<file path="src/rtl/ariane_pkg.sv">
// Shared types for the write-back path: exception payload, per-FU result slot,
// and the index-width helper used by the collector and its arbiter.
package ariane_pkg;

  localparam int unsigned TRANS_ID_BITS = 3;

  typedef struct packed {
    logic [63:0] cause;
    logic [63:0] tval;
    logic        valid;
  } exception_t;

  typedef struct packed {
    logic                     valid;
    logic [TRANS_ID_BITS-1:0] trans_id;
    logic [63:0]              data;
    exception_t               ex;
  } wb_slot_t;

  function automatic int unsigned idx_w(input int unsigned n);
    return (n > 1) ? $clog2(n) : 1;
  endfunction

endpackage

</file>
<file path="src/rtl/rr_multi_arbiter.sv">
// Combinational round-robin arbiter granting up to M of N requests per cycle,
// scanning from ptr_i upward and compacting winners onto the lowest ports.
module rr_multi_arbiter
  import ariane_pkg::*;
#(
  parameter int unsigned N     = 4,
  parameter int unsigned M     = 2,
  parameter int unsigned IDX_W = idx_w(N)
) (
  input  logic [N-1:0]            req_i,
  input  logic [IDX_W-1:0]        ptr_i,
  output logic [N-1:0]            gnt_o,
  output logic [M-1:0][IDX_W-1:0] idx_o,
  output logic [M-1:0]            valid_o,
  output logic [IDX_W-1:0]        ptr_o
);

  // NOTE: every output and loop temporary gets a default before the scan so
  // no path through this block leaves a value unassigned (no latches).
  always_comb begin
    int unsigned cnt;
    int unsigned j;
    gnt_o   = '0;
    idx_o   = '0;
    valid_o = '0;
    ptr_o   = ptr_i;
    cnt     = 0;
    j       = 0;
    for (int unsigned k = 0; k < N; k++) begin
      j = int'(ptr_i) + k;
      if (j >= N) j = j - N;
      if (req_i[j] && (cnt < M)) begin
        gnt_o[j]     = 1'b1;
        idx_o[cnt]   = IDX_W'(j);
        valid_o[cnt] = 1'b1;
        ptr_o        = (j + 1 == N) ? '0 : IDX_W'(j + 1);
        cnt          = cnt + 1;
      end
    end
  end

endmodule

</file>
<file path="src/rtl/wb_collector.sv">
// Buffers one result per functional unit and drains them round-robin onto
// registered scoreboard write-back ports as one-cycle pulses.
module wb_collector
  import ariane_pkg::*;
#(
  parameter int unsigned NR_FU       = 4,
  parameter int unsigned NR_WB_PORTS = 2
) (
  input  logic                                        clk_i,
  input  logic                                        rst_i,
  input  logic                                        flush_i,
  input  logic [NR_FU-1:0]                            fu_valid_i,
  output logic [NR_FU-1:0]                            fu_ready_o,
  input  logic [NR_FU-1:0][TRANS_ID_BITS-1:0]         fu_trans_id_i,
  input  logic [NR_FU-1:0][63:0]                      fu_data_i,
  input  exception_t [NR_FU-1:0]                      fu_ex_i,
  output logic [NR_WB_PORTS-1:0]                      wt_valid_o,
  output logic [NR_WB_PORTS-1:0][TRANS_ID_BITS-1:0]   trans_id_o,
  output logic [NR_WB_PORTS-1:0][63:0]                wbdata_o,
  output exception_t [NR_WB_PORTS-1:0]                ex_o
);

  localparam int unsigned IDX_W = idx_w(NR_FU);

  wb_slot_t [NR_FU-1:0]              slot_q;
  wb_slot_t [NR_WB_PORTS-1:0]        out_q;
  logic [IDX_W-1:0]                  rr_ptr_q, rr_ptr_n;
  logic [NR_FU-1:0]                  slot_valid, grant;
  logic [NR_WB_PORTS-1:0][IDX_W-1:0] win_idx;
  logic [NR_WB_PORTS-1:0]            win_valid;

  // Ready depends only on registered slot state and flush, never on fu_valid_i.
  always_comb begin
    slot_valid = '0;
    fu_ready_o = '0;
    for (int unsigned i = 0; i < NR_FU; i++) begin
      slot_valid[i] = slot_q[i].valid;
      fu_ready_o[i] = !flush_i && (!slot_q[i].valid || grant[i]);
    end
  end

  rr_multi_arbiter #(
    .N     (NR_FU),
    .M     (NR_WB_PORTS),
    .IDX_W (IDX_W)
  ) i_arb (
    .req_i   (slot_valid),
    .ptr_i   (rr_ptr_q),
    .gnt_o   (grant),
    .idx_o   (win_idx),
    .valid_o (win_valid),
    .ptr_o   (rr_ptr_n)
  );

  // NOTE: slots are a handful of flops rather than a RAM, so resetting the
  // whole array is cheap and keeps stale payload from ever reaching a port.
  always_ff @(posedge clk_i or posedge rst_i) begin
    if (rst_i) begin
      slot_q   <= '0;
      out_q    <= '0;
      rr_ptr_q <= '0;
    end else if (flush_i) begin
      slot_q   <= '0;
      out_q    <= '0;
      rr_ptr_q <= '0;
    end else begin
      // NOTE: non-blocking assignments let out_q read the pre-edge slot
      // contents even when the same slot is refilled at this edge.
      for (int unsigned i = 0; i < NR_FU; i++) begin
        if (fu_valid_i[i] && fu_ready_o[i]) begin
          slot_q[i] <= '{valid: 1'b1, trans_id: fu_trans_id_i[i],
                         data: fu_data_i[i], ex: fu_ex_i[i]};
        end else if (grant[i]) begin
          slot_q[i] <= '0;
        end
      end
      for (int unsigned p = 0; p < NR_WB_PORTS; p++) begin
        out_q[p] <= win_valid[p] ? slot_q[win_idx[p]] : '0;
      end
      rr_ptr_q <= rr_ptr_n;
    end
  end

  always_comb begin
    wt_valid_o = '0;
    trans_id_o = '0;
    wbdata_o   = '0;
    ex_o       = '0;
    for (int unsigned p = 0; p < NR_WB_PORTS; p++) begin
      wt_valid_o[p] = out_q[p].valid;
      trans_id_o[p] = out_q[p].trans_id;
      wbdata_o[p]   = out_q[p].data;
      ex_o[p]       = out_q[p].ex;
    end
  end

endmodule

</file>
<file path="config.mk">
export PLATFORM = sky130hd
export DESIGN_NAME = wb_collector
export DESIGN_NICKNAME = d
export VERILOG_FILES = /design/src/rtl/ariane_pkg.sv /design/src/rtl/rr_multi_arbiter.sv /design/src/rtl/wb_collector.sv
export SDC_FILE = /design/constraint.sdc
export NUM_CORES = 2
export LEC_CHECK = 0
export ABC_AREA = 1
export ABC_CLOCK_PERIOD_IN_PS = 53400
export BUFFER_PORTS_ARGS = -buffer_cell sky130_fd_sc_hd__buf_4
export CORE_AREA = 10 10 460 462
export CTS_CLUSTER_SIZE = 30
export DETAILED_ROUTE_END_ITERATION = 12
export DIE_AREA = 0 0 470 472
export GPL_ROUTABILITY_DRIVEN = 1
export GPL_TIMING_DRIVEN = 0
export PLACE_DENSITY = 0.55
export SLEW_MARGIN = 20
export SYNTH_ARGS = -nofsm -noshare
export SYNTH_HDL_FRONTEND = slang
export SYNTH_HIERARCHICAL = 1
export SYNTH_SLANG_ARGS = --single-unit
export TNS_END_PERCENT = 50
</file>
<file path="constraint.sdc">
create_clock -name clk_i -period 53.4 [get_ports clk_i]
set_clock_uncertainty 0.05 [all_clocks]
set_input_delay 8.01 -clock clk_i [delete_from_list [all_inputs] [get_ports clk_i]]
set_output_delay 8.01 -clock clk_i [all_outputs]
set_load 0.02 [all_outputs]
</file>
==> results.yml <==
drt:
  wl_um: 339000
  first_pass_iters: 7
  wire_per_inst_um: 28.0
  drtIter0Drc: 6667
  postRouteAntennaNets: 0
  routed_via_density: 5.20
  vias: 63000
  route.detailed.drc: 0
clock_network:
  cts_setup_buffers: 0
  worstSkewPairLatency_ps: 830
  cts.sinks: 1184
  cts.clk_slew.worst_paths_ps: 60
  tritoncts: "yes"
  ctsRootBufferMaster: "clkbuf_16"
  cts_buffers: 146
  cts_hold_buf: 0
  cts_resized: 0
  h-tree-depth: 4
  clock_path_buffers: 3
timing:
  finalMaxSlewViolations: 0
  fin_tns_setup_ps: 0
  period_share_pct: 33.0
  relSlewSlack_pct: 30.8
  rsz0062_at_grt: "false"
  post-route-worst-setup-slack_ps: 35800
  finalHoldViolCount: 0
  setup_viol: 0
  fmax_mhz: 56.8
  holdWs_ps: 446
  worst_pin_slew_ps: 1040
  min_period_ps: 17600
critical_path:
  endpoint: "fu_ready_o[0]"
  rr_endpoint: "ex_o[63]$_DFF_PP0_"
  rrSetupSlack_ps: 46890
  path_class: "primary input to output port"
  reg2reg_from: "rr_ptr_q[1]$_DFF_PP0_"
  critPathCaptureType: "output port"
  startpoint: "flush_i"
  startpoint_type: "primary input"
  path_max_fanout: 10
  worstPathArrival_ps: 9540
  r2r_cells: 24
  worst-endpoint-required_ps: 45340
logic_synthesis:
  synth_top_cell_by_area: "dfrtp_1"
  synth-edff-count: 0
  async_reset_ff_share_pct: 100
  synth_nets: 8718
  seq_area_frac_synth_pct: 50.2
  synth_ff_type: "dfrtp_1"
  ys_types: 30
  ys_top_cells_by_count: "nand2_1, nand3_1, dfrtp_1, inv_1, a21oi_1"
  yosysWarnings: 6
  syn_area_sq_um: 59000
  syn_avg_cell_area_sq_um: 7.46
  netlist_instances: 7911
  synth_area_leaders: "dfrtp_1, nand3_1, nand2_1"
  yosysTopAreaCellShare_pct: 50.2
  synth.most_common_cell: "nand2_1"
  synth_seq_cells: 1184
min_path:
  holdCritStartpoint: "slot_q[737]$_DFFE_PP0P_"
  hold_class: "flop to flop"
place:
  routabilityCongestion: 0.957
  dp_hpwl_um: 270000
  dpl_worst_slack_ps: 35840
  io_buffers: 1183
die:
  start_util_pct: 29.2
  dieWidth_um: 470
  core_area_sq_um: 202000
  io_pins: 1189
  fp.dieH_um: 472
  rows: 165
  dieArea_sq_um: 222000
run_status:
  status: "complete, no violations"
global_routing:
  antenna_found_initial: 109
  grt_max_degree: 101
  grt_pass1_vias: 61200
  grt_first_pass_wirelength_um: 469000
  globalRouteTotalUtil_pct: 29.3
  overflow: 0
layout:
  syn_to_final_growth_pct: 30.7
  utilization_pct: 38.2
  final_layout_size_suffix_gt1_share_pct: 18.4
  finalNetCount: 10100
flow_run:
  cap_viol_max_count: 0
[cells in the final DEF (no fill, tap or decap), types with 2 or more instances in the layout]
| cell type | synthesis | layout |
|---|---|---|
| o31ai_1 | 4 | 4 |
| ha_1 | 15 | 15 |
| clkbuf_8 | 0 | 26 |
| nor2_4 | 4 | 4 |
| nand3_2 | 6 | 8 |
| buf_1 | 77 | 77 |
| bufinv_16 | 0 | 16 |
| nand2_2 | 7 | 7 |
| buf_4 | 2 | 1185 |
| inv_2 | 9 | 9 |
| buf_2 | 211 | 211 |
| o21ai_1 | 2 | 2 |
| o21ai_0 | 4 | 4 |
| buf_16 | 0 | 19 |
| clkbuf_16 | 0 | 149 |
| buf_12 | 0 | 4 |
| clkbuf_1 | 354 | 360 |
| clkinv_8 | 0 | 2 |
| nand2_4 | 2 | 2 |
| buf_6 | 3 | 3 |
| a21oi_1 | 398 | 398 |
| nand2_1 | 2420 | 2420 |
| clkbuf_2 | 0 | 20 |
| dfrtp_1 | 1184 | 1184 |
| clkinv_2 | 0 | 19 |
| nor2_1 | 9 | 9 |
| diode_2 | 0 | 53 |
| nand3_1 | 2370 | 2368 |
| inv_16 | 0 | 2 |
| clkinvlp_4 | 0 | 15 |
| clkinv_4 | 0 | 4 |
| a21oi_4 | 1 | 5 |
| buf_8 | 0 | 2 |
| nand4_1 | 6 | 6 |
| inv_6 | 0 | 9 |
| inv_1 | 811 | 810 |
[flip-flops by register name (all words and copies together) (netlist names)]
register    flops
trans_id_o      6
slot_q        788
ex_o          258
wbdata_o      128
wt_valid_o      2
rr_ptr_q        2
[worst min path at each step]
stage / endpoint / cells after the start
global route: slot_q[229]$_DFFE_PP0P_ / 2
finish: slot_q[737]$_DFFE_PP0P_ / 2
floorplan: slot_q[0]$_DFFE_PP0P_ / 2
CTS: slot_q[139]$_DFFE_PP0P_ / 2
global placement: slot_q[127]$_DFFE_PP0P_ / 2
detailed placement: slot_q[295]$_DFFE_PP0P_ / 2
[stage by stage]
stage               std cells  cell area, sq um
floorplan                7911             59000
global placement        11800             71200
detailed placement      11800             71900
CTS                     12100             77000
global route            12100             77100
finish                  12100             77100
[area by class of cell]
| type | instances | area, sq um |
|---|---|---|
| Buffer | 647 | 2750 |
| Inverter | 820 | 3090 |
| Antenna cell | 53 | 133 |
| Clock inverter | 67 | 875 |
| Clock buffer | 201 | 4180 |
| Fill cell | 21500 | 125000 |
| Timing Repair Buffer | 1208 | 9510 |
| Sequential cell | 1184 | 29600 |
| Multi-Input combinational cell | 5260 | 23600 |
| Tap cell | 2672 | 3340 |
[worst max-delay path: stages]
cell and delay, ps:
buf_4 160, a21oi_4 570, clkbuf_1 470, buf_4 300
[per-layer routing]
metal | track usage [%] | wire (um) | vias to the layer above | part of all wire, %
li1 | - | - | 28200 | -
met1 | 37.3 | 138000 | 31100 | 41
met2 | 46.4 | 156000 | 3151 | 46
met3 | 6.57 | 27100 | 582 | 8.0
met4 | 15.3 | 18200 | 42 | 5.4
met5 | 0 | 268 | - | 0.079
[logic make-up after synthesis]
family | Yosys count | synth area share, %
AND/OR/NAND/NOR | 4828 | 36.0
buffers and inverters | 1467 | 9.83
flip-flops | 1184 | 50.2
XOR/XNOR | 1 | 0.0148
AO/OA/AOI/OAI | 415 | 3.59
adder cells (fa/ha/maj) | 16 | 0.352
Power is not shown: default switching activity piles up to over one toggle a cycle in this logic, so the estimate is an artifact.
